$ cat src/rtl/seven_seg_pkg.sv
// rtl/seven_seg_pkg.sv - shared segment patterns and blanking constant for the seven-segment scanner
package seven_seg_pkg;

    // Active-high internal encoding, bit 0 = a ... bit 6 = g; entry 15 (F) listed first.
    localparam logic [15:0][6:0] SEG_PATTERNS = {
        7'h71, 7'h79, 7'h5E, 7'h39, 7'h7C, 7'h77, 7'h6F, 7'h7F,
        7'h07, 7'h7D, 7'h6D, 7'h66, 7'h4F, 7'h5B, 7'h06, 7'h3F
    };

    localparam logic [6:0] SEG_OFF = 7'h00;

    function automatic logic [6:0] hex_to_seg(input logic [3:0] nibble);
        return SEG_PATTERNS[nibble];
    endfunction

endpackage

$ cat src/rtl/seven_seg_hex_decode.sv
// rtl/seven_seg_hex_decode.sv - combinational hex nibble to active-high a..g segment decode
module seven_seg_hex_decode
    import seven_seg_pkg::*;
(
    input  logic [3:0] nibble,
    output logic [6:0] seg
);

    always_comb begin
        seg = hex_to_seg(nibble);
    end

endmodule

$ cat src/rtl/seven_seg_scan_cntrl.sv
// rtl/seven_seg_scan_cntrl.sv - multiplexed seven-segment scan controller with registered outputs
// Optional leading-zero suppression: define SEVEN_SEG_LEADING_ZERO_BLANK_EN.
module seven_seg_scan_cntrl
    import seven_seg_pkg::*;
#(
    parameter int NUM_DIGITS  = 4,
    parameter int REFRESH_DIV = 100000,
    parameter bit ACTIVE_LOW  = 1'b1
) (
    input  logic                    clk,
    input  logic                    reset,
    input  logic [4*NUM_DIGITS-1:0] value,
    input  logic                    load,
    input  logic [NUM_DIGITS-1:0]   blank_mask,
    output logic [6:0]              seg,
    output logic [NUM_DIGITS-1:0]   an
);

    localparam int PRE_W = $clog2(REFRESH_DIV);
    localparam int IDX_W = (NUM_DIGITS > 1) ? $clog2(NUM_DIGITS) : 1;
    localparam logic [PRE_W-1:0] PRE_LAST = PRE_W'(REFRESH_DIV - 1);
    localparam logic [IDX_W-1:0] IDX_LAST = IDX_W'(NUM_DIGITS - 1);
    localparam logic [6:0] SEG_POL = {7{ACTIVE_LOW}};
    localparam logic [NUM_DIGITS-1:0] AN_POL = {NUM_DIGITS{ACTIVE_LOW}};

    logic [PRE_W-1:0]        prescaler_q, prescaler_d;
    logic [IDX_W-1:0]        idx_q, idx_d;
    logic [4*NUM_DIGITS-1:0] shadow_q, shadow_d;
    logic [6:0]              seg_q, seg_d;
    logic [NUM_DIGITS-1:0]   an_q, an_d;

    logic                    terminal;
    logic [3:0]              sel_nibble;
    logic                    sel_masked;
    logic                    lz_dark;
    logic [6:0]              dec_seg;
    logic [6:0]              seg_act;
    logic [NUM_DIGITS-1:0]   an_act;

    always_comb begin
        terminal    = (prescaler_q == PRE_LAST);
        prescaler_d = terminal ? '0 : prescaler_q + 1'b1;
        idx_d       = idx_q;
        if (terminal) begin
            idx_d = (idx_q == IDX_LAST) ? '0 : idx_q + 1'b1;
        end
        shadow_d = load ? value : shadow_q;
    end

    always_comb begin
        sel_nibble = 4'h0;
        sel_masked = 1'b0;
        for (int i = 0; i < NUM_DIGITS; i++) begin
            if (idx_q == IDX_W'(i)) begin
                sel_nibble = shadow_q[4*i +: 4];
                sel_masked = blank_mask[i];
            end
        end
    end

`ifdef SEVEN_SEG_LEADING_ZERO_BLANK_EN
    logic upper_nz;

    // Digit i is a leading zero when it and every more significant nibble are zero.
    always_comb begin
        upper_nz = 1'b0;
        for (int i = 0; i < NUM_DIGITS; i++) begin
            if (IDX_W'(i) >= idx_q && shadow_q[4*i +: 4] != 4'h0) begin
                upper_nz = 1'b1;
            end
        end
        lz_dark = (idx_q != '0) && !upper_nz;
    end
`else
    always_comb begin
        lz_dark = 1'b0;
    end
`endif

    seven_seg_hex_decode u_decode (
        .nibble (sel_nibble),
        .seg    (dec_seg)
    );

    always_comb begin
        an_act  = '0;
        seg_act = SEG_OFF;
        if (!sel_masked && !lz_dark) begin
            seg_act = dec_seg;
            for (int i = 0; i < NUM_DIGITS; i++) begin
                if (idx_q == IDX_W'(i)) begin
                    an_act[i] = 1'b1;
                end
            end
        end
        // Everything upstream is active-high; polarity flips only on entry to the output flops.
        seg_d = seg_act ^ SEG_POL;
        an_d  = an_act ^ AN_POL;
    end

    always_ff @(posedge clk or posedge reset) begin
        if (reset) begin
            prescaler_q <= '0;
            idx_q       <= '0;
            shadow_q    <= '0;
            seg_q       <= SEG_OFF ^ SEG_POL;
            an_q        <= AN_POL;
        end else begin
            prescaler_q <= prescaler_d;
            idx_q       <= idx_d;
            shadow_q    <= shadow_d;
            seg_q       <= seg_d;
            an_q        <= an_d;
        end
    end

    assign seg = seg_q;
    assign an  = an_q;

endmodule

$ cat config.mk
export PLATFORM = sky130hd
export DESIGN_NAME = seven_seg_scan_cntrl
export DESIGN_NICKNAME = d
export VERILOG_FILES = /design/src/rtl/seven_seg_pkg.sv /design/src/rtl/seven_seg_hex_decode.sv /design/src/rtl/seven_seg_scan_cntrl.sv
export SDC_FILE = /design/constraint.sdc
export NUM_CORES = 1
export LEC_CHECK = 0
export BUFFER_PORTS_ARGS = -buffer_cell sky130_fd_sc_hd__buf_2
export CORE_MARGIN = 2
export CORE_UTILIZATION = 35
export DETAILED_ROUTE_END_ITERATION = 8
export GPL_ROUTABILITY_DRIVEN = 0
export SYNTH_ARGS = -nofsm -noshare
export SYNTH_HDL_FRONTEND = slang
export SYNTH_SLANG_ARGS = --single-unit
$ cat constraint.sdc
create_clock -name clk -period 4.8 [get_ports clk]
set_clock_uncertainty 0.05 [all_clocks]
set_input_delay 0.24 -clock clk [delete_from_list [all_inputs] [get_ports clk]]
set_output_delay 0.24 -clock clk [all_outputs]
set_load 0.005 [all_outputs]
* After elaboration in Yosys (flattened, before gate mapping)
Memory sizes are Yosys's and may differ from the RTL's.
Index checks and enable logic that the tools add are counted.
** Operators by class
- $add $sub $neg :: 2
- Order comparisons :: 1
- Equality and inequality tests :: 4
- Multiplexer cells :: 17
- Bitwise gates (word level) :: 2
- Reduce and logical (&&, ||, !) cells :: 1
** Operators by type and width (count)
- $mux W4 :: 5
- $add A17 B1 Y17 const B :: 1
- $eq A17 B17 Y1 const B :: 1
- $mux W17 :: 1
- $mux W7 :: 2
- $mux W1 :: 8
- $not A7 Y7 :: 1
- $lt A4 B5 Y1 const B :: 1
- $eq A2 B2 Y1 const B :: 2
- $not A4 Y4 :: 1
- $add A2 B1 Y2 const B :: 1
- $eq A2 B1 Y1 const B :: 1
- $logic_not A2 Y1 :: 1
- $mux W2 :: 1
** Word-level totals
- Flip-flop bits (word level) :: 46
- ROM bits :: 112
- Bits of input ports :: 23
- Output and inout bits :: 11
- Logic and storage cells :: 33
- Memories kept :: 1
** Memory list
- (no name shown) :: words 16, bits a word 7, rd ports 1, clocked after memory_dff 0, write ports 0, RTL line seven_seg_pkg.sv:13 : return SEG_PATTERNS[nibble];

* Depth between registers and ports, before layout
Gate-level depths: netlist of the first run.
- Depth in word-level cells :: 9
- Depth in mapped cells :: 11

* Hierarchy
A second synthesis of the first run with hierarchy kept.
** Unflattened totals
- Cell total of the unflattened synthesis :: 211
- Area total of the unflattened synthesis :: 2342.2 um^2
** By module, submodules not included
- seven_seg_scan_cntrl :: instances 1, cells each 178, area an instance 2052.0 um^2, sequential area each 1164.9 um^2
- seven_seg_hex_decode :: instances 1, cells each 33, area an instance 290.3 um^2, sequential area each 0.0 um^2

* Least setup slack after synthesis of the first run
Ideal clock, no wire load.
- Path type :: flip-flop to flip-flop
- Start :: reg idx_q[1]
- End :: reg seg_q[3], in the netlist seg[3]
- Setup time :: 106 ps
- Data arrival time :: 1977 ps
- Required time :: 4644 ps
- Path slack :: 2667 ps
- Stages on the path, launching flop included :: 11
- Path buffers :: 1
- Path through :: dfrtp_1 > inv_1 > ha_1 > buf_2 > nand3b_1 > a31oi_1 > inv_1 > ha_1 > mux2i_1 > and3_1 > a41oi_1
** On the way
- Cells in the longest elaborated chain, start to end :: 9
** Ends and longest elaborated chain
- start: declaration :: RTL line seven_seg_scan_cntrl.sv:27 : logic [IDX_W-1:0] idx_q, idx_d;
- start signal: assignment :: RTL line seven_seg_scan_cntrl.sv:110 : idx_q <= idx_d;
- $logic_not A2 Y1 :: RTL line seven_seg_scan_cntrl.sv:54 : if (idx_q == IDX_W'(i)) begin
- $mux W4 (4 in series) :: RTL line seven_seg_scan_cntrl.sv:54
- $mem_v2 Z16 W7
- $mux W7 (implied by the code) :: RTL line seven_seg_pkg.sv:13
- $mux W7 (*) :: RTL line seven_seg_scan_cntrl.sv:88 : if (!sel_masked && !lz_dark) begin
- $not A7 Y7 (no source line) (*)
- via seg_d[3] :: RTL line seven_seg_scan_cntrl.sv:29 : logic [6:0] seg_q, seg_d;
- end signal: assignment :: RTL line seven_seg_scan_cntrl.sv:106 : seg_q <= SEG_OFF ^ SEG_POL;
- end signal: assignment :: RTL line seven_seg_scan_cntrl.sv:112 : seg_q <= seg_d;
- end: declaration :: RTL line seven_seg_scan_cntrl.sv:29
The timed path passes the listed nets; every way through them passes the cells marked *. The select of a mux whose other input is x is not followed.
A chain may end at the register's enable or synchronous reset.

* Worst setup path after layout of the first run
- Start :: reg idx_q[1]
- End :: reg seg_q[0], in the netlist seg[0]
Same word-level chain as after synthesis.

==> results of run 1 <==
layout by cell type (no fill, tap or decap), drive strengths merged, types with 3 or more instances in the layout:
master	instances
dfrtp	35
buf	33
nand2	19
mux2	16
nor2	14
ha	11
dfstp	11
nand3	8
inv	8
xnor2	7
xor2	7
nand2b	6
o21ai	6
clkbuf	6
nand3b	5
o211ai	4
nand4	4
nor2b	3
mux2i	3
stage by stage:
| stage | area [um2] | setup slack (ns) | cells |
|---|---|---|---|
| finish | 2550 | 2.32 | 309 |
| global route | 2550 | 2.07 | 309 |
| CTS | 2550 | 2.33 | 309 |
| detailed placement | 2470 | 2.34 | 301 |
| global placement | 2470 | 2.33 | 301 |
| floorplan | 2250 | 2.67 | 198 |
cell type report:
cell class              count  area [um2]  share of cell area [%]
flip-flops and latches     46        1160                    45.6
multi-input cells         137        1010                    39.7
repair buffers             33         165                    6.47
well taps                  77        96.3                    3.77
clock buffers               6        72.6                    2.84
inverters                   8        30.0                    1.18
clock inverters             2        10.0                   0.392
critical path, delay by kind of cell (launching register included):
kind / cells / cell delay (ns)
flip-flops: 1 / 0.41
AO/OA/AOI/OAI: 2 / 0.90
AND/OR/NAND/NOR: 3 / 0.56
buffers and inverters: 1 / 0.11
adder cells (fa/ha/maj): 1 / 0.37
how the worst min path moves through the flow:
stage | endpoint | cells after the start | start
finish | prescaler_q[7]$_DFF_PP0_ | 2 | reset
detailed placement | shadow_q[14]$_DFFE_PP0P_ | 2 | value[14]
CTS | shadow_q[8]$_DFFE_PP0P_ | 2 | value[8]
global route | shadow_q[7]$_DFFE_PP0P_ | 2 | value[7]
floorplan | an[3]$_DFF_PP1_ | 1 | blank_mask[3]
global placement | shadow_q[8]$_DFFE_PP0P_ | 2 | value[8]
flip-flops by register name (all words and copies together) (netlist names):
register and flops:
shadow_q 16, prescaler_q 17, an 4, idx_q 2, seg 7
logic make-up after synthesis:
group           after synthesis  synth area share (%)
simple gates                 70                  16.3
compound gates               23                  7.86
buf+inv                      15                  3.01
mux                          19                  9.36
xor+xnor                     14                  5.46
flops                        46                  51.9
fa+ha+maj                    11                  6.13
per-layer routing:
| metal | vias to the layer above | routed length [um] | part of all wire (%) | global-route usage [%] |
|---|---|---|---|---|
| met5 | - | 0 | 0 | 0 |
| met4 | 0 | 51 | 1.3 | 5.28 |
| met3 | 6 | 152 | 3.7 | 2.87 |
| met2 | 25 | 2040 | 50 | 21.0 |
| met1 | 739 | 1820 | 45 | 16.1 |
| li1 | 750 | - | - | - |
power by group through the flow:
stage	Clock, mW	Sequential, mW	Combinational [mW]
after detailed placement	0	0.432	0.0860
after global placement	0	0.431	0.0865
after CTS	0.240	0.424	0.0863
after global routing	0.252	0.426	0.0971
final	0.226	0.423	0.0848
after floorplan	0	0.429	0.0582
==> run_results.csv, run 1 <==
group,metric,value,unit
detailed_routing,drc,0,
clock_network,cts_buffers,5,
power,power.leakage,1.14,nW
detailed_routing,ant_nets,0,
floorplan,die_h,84.1,um
sta,hold_viol_final,0,
layout,n_fill_cell,615,
sta,worst_pin_slew,0.938,ns
logic_synthesis,syn_area_per_cell,11.3,um2
critical_path,required,4.98,ns
power,clkPwrFrac,30.8,%
power,power.switching,0.178,mW
outcome,status,"finished, final reports clean",
global_route,gr-usage-all-layers,12.7,%
clock_network,hold_buffers,0,
power,power_density,288,mW/mm2
global_route,antenna_found_initial,0,
floorplan,start_util,35.8,%
sta,whs,0.102,ns
detailed_routing,firstDrtPassIters,4,
layout,fin_util,40.7,%
floorplan,ioPinCount,34,
clock_network,root_buffer,"clkbuf_8",
critical_path,cpMostUsedCell,"nand2_1",
logic_synthesis,ys_dominant_reg_cell,"dfrtp_1",
clock_network,cts_setup_buffers,0,
detailed_routing,num_vias,1520,
sta,finalCriticalPeriod,2.48,ns
critical_path,r2r_end,"seg[0]$_DFF_PP1_",
critical_path,crit_chain,"inv_1, ha_1, nand2_1, a311oi_2, nand2_1, and3b_1, o21ai_0",
detailed_routing,wl_per_cell,13.1,um
power,intPower,0.557,mW
power,swShare,24.2,%
critical_path,critPathCapture,"seg[0]$_DFF_PP1_",
layout,final_layout_size_suffix_gt1_share,31.9,%
detailed_routing,vias_per_cell,4.92,
critical_path,cp-startpoint,"idx_q[1]$_DFFE_PP0N_",
sta,drv_slew,0,
sta,final.setup.tns,0,ns
critical_path,worstReg2RegStart,"idx_q[1]$_DFFE_PP0N_",
logic_synthesis,async_reset_ff_share,100,%
detailed_routing,drtIter0Drc,86,
logic_synthesis,synth_cell_types,42,
layout,fin_nets,265,
sta,slew-limit-headroom,37.4,%
floorplan,die_x,84.1,um
critical_path,end_kind,"flop",
clock_network,clkTransAtPathRegs,0.09,ns
logic_synthesis,syn-num-nets,232,
floorplan,std_cell_rows,29,
logic_synthesis,synth_cells,198,
logic_synthesis,synth.area.top_cells,"dfrtp_1 39%, dfstp_2 13%, mux2_2 8.0%",
floorplan,die_area,0.00707,mm2
power,p_seq_share,57.7,%
clock_network,htree_levels,2,
logic_synthesis,synth-edff-count,0,
global_route,grt_overflow,0,
clock_network,clk_path_buf_depth,2,
sta,finalSetupViolations,0,
detailed_routing,routed_wl,4060,um
sta,max_freq,403,MHz
global_route,grt_pass1_wl,7160,um
power,ir_worst_vdd,0.130,mV
critical_path,arrival,2.66,ns
critical_path,r2r_slack,2.32,ns
critical_path,cpPeakStageDelay,0.76,ns
logic_synthesis,yosysMostFrequentCell,"dfrtp_1",
placed_design,port_buffers,33,
critical_path,crit_fanout,13,
job,drv_cap,0,
global_route,grt_max_degree,47,
sta,rsz0062_at_grt,"false",
critical_path,crit_path_top_delay_cell,"a311oi_2",
critical_path,startpoint_type,"flop",
logic_synthesis,synth_common_cells,"35 x dfrtp_1, 18 x nand2_1, 16 x mux2_2",
layout,area_growth_syn_to_layout,13.6,%
clock_network,post_cts_resized,0,
floorplan,core,0.00628,mm2
hold_path,hp-class,"input port to async pin",
critical_path,rr_worst_depth,7,
logic_synthesis,yosysSeqAreaShare,51.9,%
logic_synthesis,synth_top_area_cell,"dfrtp_1",
logic_synthesis,mappedNetlistArea,0.00225,mm2
critical_path,crit_type,"flop to flop",
power,combPwrFrac,11.5,%
logic_synthesis,yosysWarnings,0,
power,fin_total_pwr,0.734,mW
logic_synthesis,synth_top_cell_area_share,39.0,%
clock_network,clock_sinks,46,
sta,fin_crit_sh,51.7,%
layout,n_antenna_cell,0,
placed_design,hpwlAfterDp,2980,um
logic_synthesis,synth-seq-cells,46,
global_route,grt_pass1_vias,1559,
clock_network,cts_tree,"built",
clock_network,clk_latency,0.30,ns
(Power assumes the default switching activity.)
==> inputs of run 2 (changes only) <==
==> constraint.sdc (replaced) <==
create_clock -name clk -period 2.1 [get_ports clk]
set_clock_uncertainty 0.05 [all_clocks]
set_input_delay 0.105 -clock clk [delete_from_list [all_inputs] [get_ports clk]]
set_output_delay 0.105 -clock clk [all_outputs]
set_load 0.005 [all_outputs]
==> run_results.csv, run 2 (synthesis gave the netlist of run 1 again) <==
group,metric,value,unit
placed_design,dp_cells,317,
floorplan,die_h,84.1,um
layout,multi_input_area,0.00116,mm2
detailed_routing,wl_per_cell,13.3,um
global_route,grt_pass1_wl,7800,um
sta,worst_pin_slew,0.769,ns
outcome,status,"finished, violations left",
layout,area_growth_syn_to_layout,39.2,%
layout,final_layout_size_suffix_gt1_share,43.9,%
hold_path,hold_path_depth,3,
critical_path,end_kind,"flop",
critical_path,r2r_end,"seg[3]$_DFF_PP1_",
layout,final_area,0.00313,mm2
sta,slew-limit-headroom,48.7,%
placed_design,hpwlAfterDp,3250,um
power,ir_worst_vdd,0.294,mV
sta,finalSetupViolations,1,
layout,fin_nets,311,
clock_network,cts_buffers,5,
power,power.leakage,1.37,nW
global_route,antenna_found_initial,0,
critical_path,required,2.27,ns
layout,final_cell_mix,"33 x buf_2, 33 x dfrtp_1, 24 x buf_4",
critical_path,crit_fanout,5,
sta,hold_viol_final,0,
layout,top_register,"prescaler_q",
critical_path,rr_worst_depth,10,
global_route,grt_overflow,0,
detailed_routing,routed_wl,4740,um
layout,largest_register_ff_count,17,
floorplan,ioPinCount,34,
outcome,violations,"setup timing",
clock_network,clk_latency,0.30,ns
sta,finalCriticalPeriod,2.13,ns
detailed_routing,num_vias,1732,
clock_network,clock_sinks,46,
clock_network,htree_levels,2,
hold_path,hold_start,"blank_mask[2]",
clock_network,clk_path_buf_depth,2,
layout,finalNonFillerCells,355,
critical_path,r2r_slack,-0.03,ns
job,drv_cap,0,
layout,n_antenna_cell,0,
placed_design,port_buffers,33,
floorplan,die_area,0.00707,mm2
clock_network,cts_tree,"built",
clock_network,clkTransAtPathRegs,0.08,ns
detailed_routing,firstDrtPassIters,4,
sta,fin_crit_sh,101,%
critical_path,worstReg2RegStart,"idx_q[1]$_DFFE_PP0N_",
critical_path,arrival,2.30,ns
detailed_routing,vias_per_cell,4.88,
sta,finalWorstSetupSlack,-0.0300,ns
critical_path,cpPeakStageDelay,0.47,ns
layout,register_area,0.00117,mm2
critical_path,crit_chain,"inv_4, ha_4, nand2_1, o211ai_1, o211ai_1, buf_4, ha_4, mux2i_1, and3_1, a41oi_2",
detailed_routing,drtIter0Drc,60,
critical_path,crit_path_top_delay_cell,"dfrtp_2",
sta,drv_slew,0,
floorplan,start_util,35.8,%
floorplan,core,0.00628,mm2
power,power_density,580,mW/mm2
floorplan,die_x,84.1,um
critical_path,startpoint_type,"flop",
placed_design,postPlaceCellArea,0.00261,mm2
detailed_routing,ant_nets,0,
hold_path,hold_end,"an[2]$_DFF_PP1_",
hold_path,hp-class,"input port to flop",
global_route,grt_pass1_vias,1716,
clock_network,root_buffer,"clkbuf_8",
global_route,grt_max_degree,38,
critical_path,crit_type,"flop to flop",
layout,n_fill_cell,555,
detailed_routing,drc,0,
sta,max_freq,469,MHz
floorplan,std_cell_rows,29,
global_route,gr-usage-all-layers,13.9,%
run 2: area by class of cell:
class | instances | area share, %
clock inverter | 1 | 0.160
multi-input combinational | 137 | 37.0
timing repair buffer | 79 | 18.5
clock buffer | 7 | 2.76
inverter | 8 | 1.12
tap | 77 | 3.08
sequential | 46 | 37.3
run 2: worst max-delay path by stage:
stage / startpoint / end / depth (start not counted)
4_1_cts: idx_q[0]$_DFFE_PP0N_ / seg[3]$_DFF_PP1_ / 8
3_3_place_gp: idx_q[0]$_DFFE_PP0N_ / seg[3]$_DFF_PP1_ / 10
2_1_floorplan: idx_q[0]$_DFFE_PP0N_ / seg[3]$_DFF_PP1_ / 9
3_5_place_dp: idx_q[0]$_DFFE_PP0N_ / seg[3]$_DFF_PP1_ / 10
5_1_grt: idx_q[1]$_DFFE_PP0N_ / seg[3]$_DFF_PP1_ / 10
6_report: idx_q[1]$_DFFE_PP0N_ / seg[3]$_DFF_PP1_ / 10
run 2: power by group:
part	internal [mW]	switching [mW]	leakage, nW
combinational	0.166	0.124	0.773
sequential	0.947	0.0261	0.551
clock	0.266	0.286	0.0482
run 2: repair_timing:
item | in CTS | in global routing
buffers inserted | 1 | 11
endpoints found under the setup margin | 5 | 7
hold endpoints to repair | 52 | 0
resized for setup | 4 | 27
hold buffers | 18 | 0
cloned | 0 | 0
pin swaps | 1 | 9
run 2: critical path: cells and delay by family (launching register included):
| family | cells | cell delay (ns) |
|---|---|---|
| AOI/OAI and AO/OA | 3 | 0.53 |
| adders and majority gates | 2 | 0.42 |
| buffers and inverters | 2 | 0.30 |
| DFF | 1 | 0.47 |
| muxes | 1 | 0.06 |
| and+or+nand+nor | 2 | 0.23 |
run 2: metal layers:
layer  wire length (um)  share of wire, %  global-route usage, %
met1               1960                41                   16.2
met2               2540                54                   24.4
met3                170               3.6                   3.96
met4                 69               1.5                   4.84
met5                  0                 0                      0
run 2: per-stage QoR:
step                      setup slack [ns]  TNS, ns  total power [mW]  hold WS [ns]  util (%)
after floorplan                     0.0175        0              1.12         0.181         -
after global placement              0.0277        0              1.21         0.231      41.6
after detailed placement           -0.0605  -0.0948              1.21         0.248      41.6
after CTS                          0.00295        0              1.80        0.0533      46.2
after global routing                -0.109   -0.272              1.91         0.103      49.8
final                              -0.0300  -0.0300              1.81        0.0581      49.8
==> inputs of run 3 (changes only) <==
--- a/config.mk
+++ b/config.mk
@@ -10,6 +10,7 @@
 export CORE_UTILIZATION = 35
 export DETAILED_ROUTE_END_ITERATION = 8
 export GPL_ROUTABILITY_DRIVEN = 0
+export RECOVER_POWER = 100
 export SYNTH_ARGS = -nofsm -noshare
 export SYNTH_HDL_FRONTEND = slang
 export SYNTH_SLANG_ARGS = --single-unit
==> run_results.csv, run 3 (synthesis gave the netlist of run 1 again) <==
group,metric,value,unit
outcome,status,"finished, violations left",
power,ir_worst_vdd,0.291,mV
power,p_seq_share,53.7,%
critical_path,crit_path_top_delay_cell,"dfrtp_2",
floorplan,die_x,84.1,um
layout,final_cell_mix,"33 x dfrtp_1, 27 x buf_2, 24 x buf_4",
detailed_routing,routed_wl,4730,um
global_route,grt_pass1_wl,7800,um
critical_path,cp_num_buf_inv,2,
layout,fin_util,49.7,%
power,swShare,24.1,%
clock_network,root_buffer,"clkbuf_8",
sta,slew-limit-headroom,49.4,%
floorplan,start_util,35.8,%
outcome,violations,"setup timing",
critical_path,arrival,2.30,ns
layout,n_antenna_cell,0,
critical_path,rr_worst_depth,10,
sta,hold_viol_final,0,
power,power.switching,0.436,mW
placed_design,port_buffers,33,
job,drv_cap,0,
detailed_routing,drtIter0Drc,60,
layout,top_register,"prescaler_q",
global_route,gr-usage-all-layers,13.9,%
sta,finalCriticalPeriod,2.13,ns
power,intPower,1.38,mW
clock_network,clk_latency,0.30,ns
floorplan,std_cell_rows,29,
clock_network,clkTransAtPathRegs,0.08,ns
floorplan,ioPinCount,34,
layout,largest_register_ff_count,17,
global_route,antenna_found_initial,0,
detailed_routing,drc,0,
layout,multi_input_area,0.00116,mm2
detailed_routing,num_vias,1729,
clock_network,cts_tree,"built",
power,clkPwrFrac,30.4,%
critical_path,crit_fanout,5,
floorplan,core,0.00628,mm2
critical_path,crit_chain,"inv_4, ha_4, nand2_1, o211ai_1, o211ai_1, buf_4, ha_4, mux2i_1, and3_1, a41oi_2",
clock_network,htree_levels,2,
layout,register_area,0.00117,mm2
layout,fin_nets,311,
critical_path,startpoint_type,"flop",
sta,finalSetupViolations,1,
sta,finalWorstSetupSlack,-0.0300,ns
floorplan,die_h,84.1,um
sta,drv_slew,0,
sta,final.setup.tns,-0.0300,ns
critical_path,crit_family,"compound AO/OA/AOI/OAI gates",
hold_path,hold_path_depth,3,
global_route,grt_overflow,0,
detailed_routing,vias_per_cell,4.87,
detailed_routing,wl_per_cell,13.3,um
critical_path,crit_type,"flop to flop",
global_route,grt_pass1_vias,1716,
critical_path,cp.depth,10,
clock_network,cts_buffers,5,
sta,fin_crit_sh,101,%
power,power_density,581,mW/mm2
sta,max_freq,469,MHz
clock_network,clk_path_buf_depth,2,
sta,worst_pin_slew,0.758,ns
layout,final_common_cell,"dfrtp_1",
layout,area_growth_syn_to_layout,38.8,%
global_route,grt_max_degree,38,
power,combPwrFrac,15.8,%
floorplan,die_area,0.00707,mm2
placed_design,hpwlAfterDp,3250,um
sta,whs,0.0581,ns
detailed_routing,firstDrtPassIters,4,
power,power.leakage,1.36,nW
critical_path,required,2.27,ns
clock_network,clock_sinks,46,
hold_path,hp-class,"input port to flop",
critical_path,end_kind,"flop",
detailed_routing,ant_nets,0,
layout,n_fill_cell,561,
critical_path,cpPeakStageDelay,0.47,ns
placed_design,pre_cts_slack,-0.0605,ns
layout,final_layout_size_suffix_gt1_share,41.7,%
run 3: repair_timing:
action,4_1_cts,5_1_grt
endpoints found under the hold margin,52,0
hold buffers,18,0
setup buffers,1,11
gates resized for setup,4,27
setup endpoints to repair,5,7
pin swaps,1,9
run 3: metal layers:
metal / track usage (%) / routed length, um / up-vias
li1: - / - / 843
met1: 16.2 / 1950 / 847
met2: 24.4 / 2540 / 33
met3: 3.96 / 176 / 6
met4: 4.84 / 69 / 0
met5: 0 / 0 / -
run 3: power by group through the flow:
stage	registers, mW	logic, mW	clock network [mW]
2_1_floorplan	0.981	0.134	0
3_3_place_gp	0.986	0.220	0
3_5_place_dp	0.987	0.222	0
4_1_cts	0.970	0.251	0.578
5_1_grt	0.979	0.317	0.610
6_report	0.973	0.287	0.552
run 3: final cells by class:
class,instances,area share [%]
clock inverters,1,0.161
repair buffers,79,18.3
inverters,8,1.12
clock buffers,7,2.77
multi-input cells,137,37.1
flip-flops and latches,46,37.4
well taps,77,3.09
run 3: final timing paths:
kind                                           from                  endpoint  slack, ns
max                            idx_q[1]$_DFFE_PP0N_          seg[3]$_DFF_PP1_      -0.03
min                                   blank_mask[2]           an[2]$_DFF_PP1_       0.06
max reg2reg                    idx_q[1]$_DFFE_PP0N_          seg[3]$_DFF_PP1_      -0.03
min reg2reg                prescaler_q[0]$_DFF_PP0_  prescaler_q[0]$_DFF_PP0_       0.44
max in group asynchronous                     reset           an[0]$_DFF_PP1_       0.89
min in group asynchronous                     reset  prescaler_q[5]$_DFF_PP0_       0.43
run 3: per-stage QoR:
| stage | std cells | total power, mW | area (um2) |
|---|---|---|---|
| 3_5_place_dp | 317 | 1.21 | 2610 |
| 4_1_cts | 344 | 1.80 | 2900 |
| 6_report | 355 | 1.81 | 3120 |
| 3_3_place_gp | 317 | 1.21 | 2610 |
| 2_1_floorplan | 198 | 1.12 | 2250 |
| 5_1_grt | 355 | 1.91 | 3120 |
run 3: worst reg2reg max path, stage by stage (launching register included):
cell and delay, ns:
dfrtp_2 0.47, inv_4 0.11, ha_4 0.16, nand2_1 0.06
o211ai_1 0.19, o211ai_1 0.18, buf_4 0.19, ha_4 0.26
mux2i_1 0.06, and3_1 0.17, a41oi_2 0.16
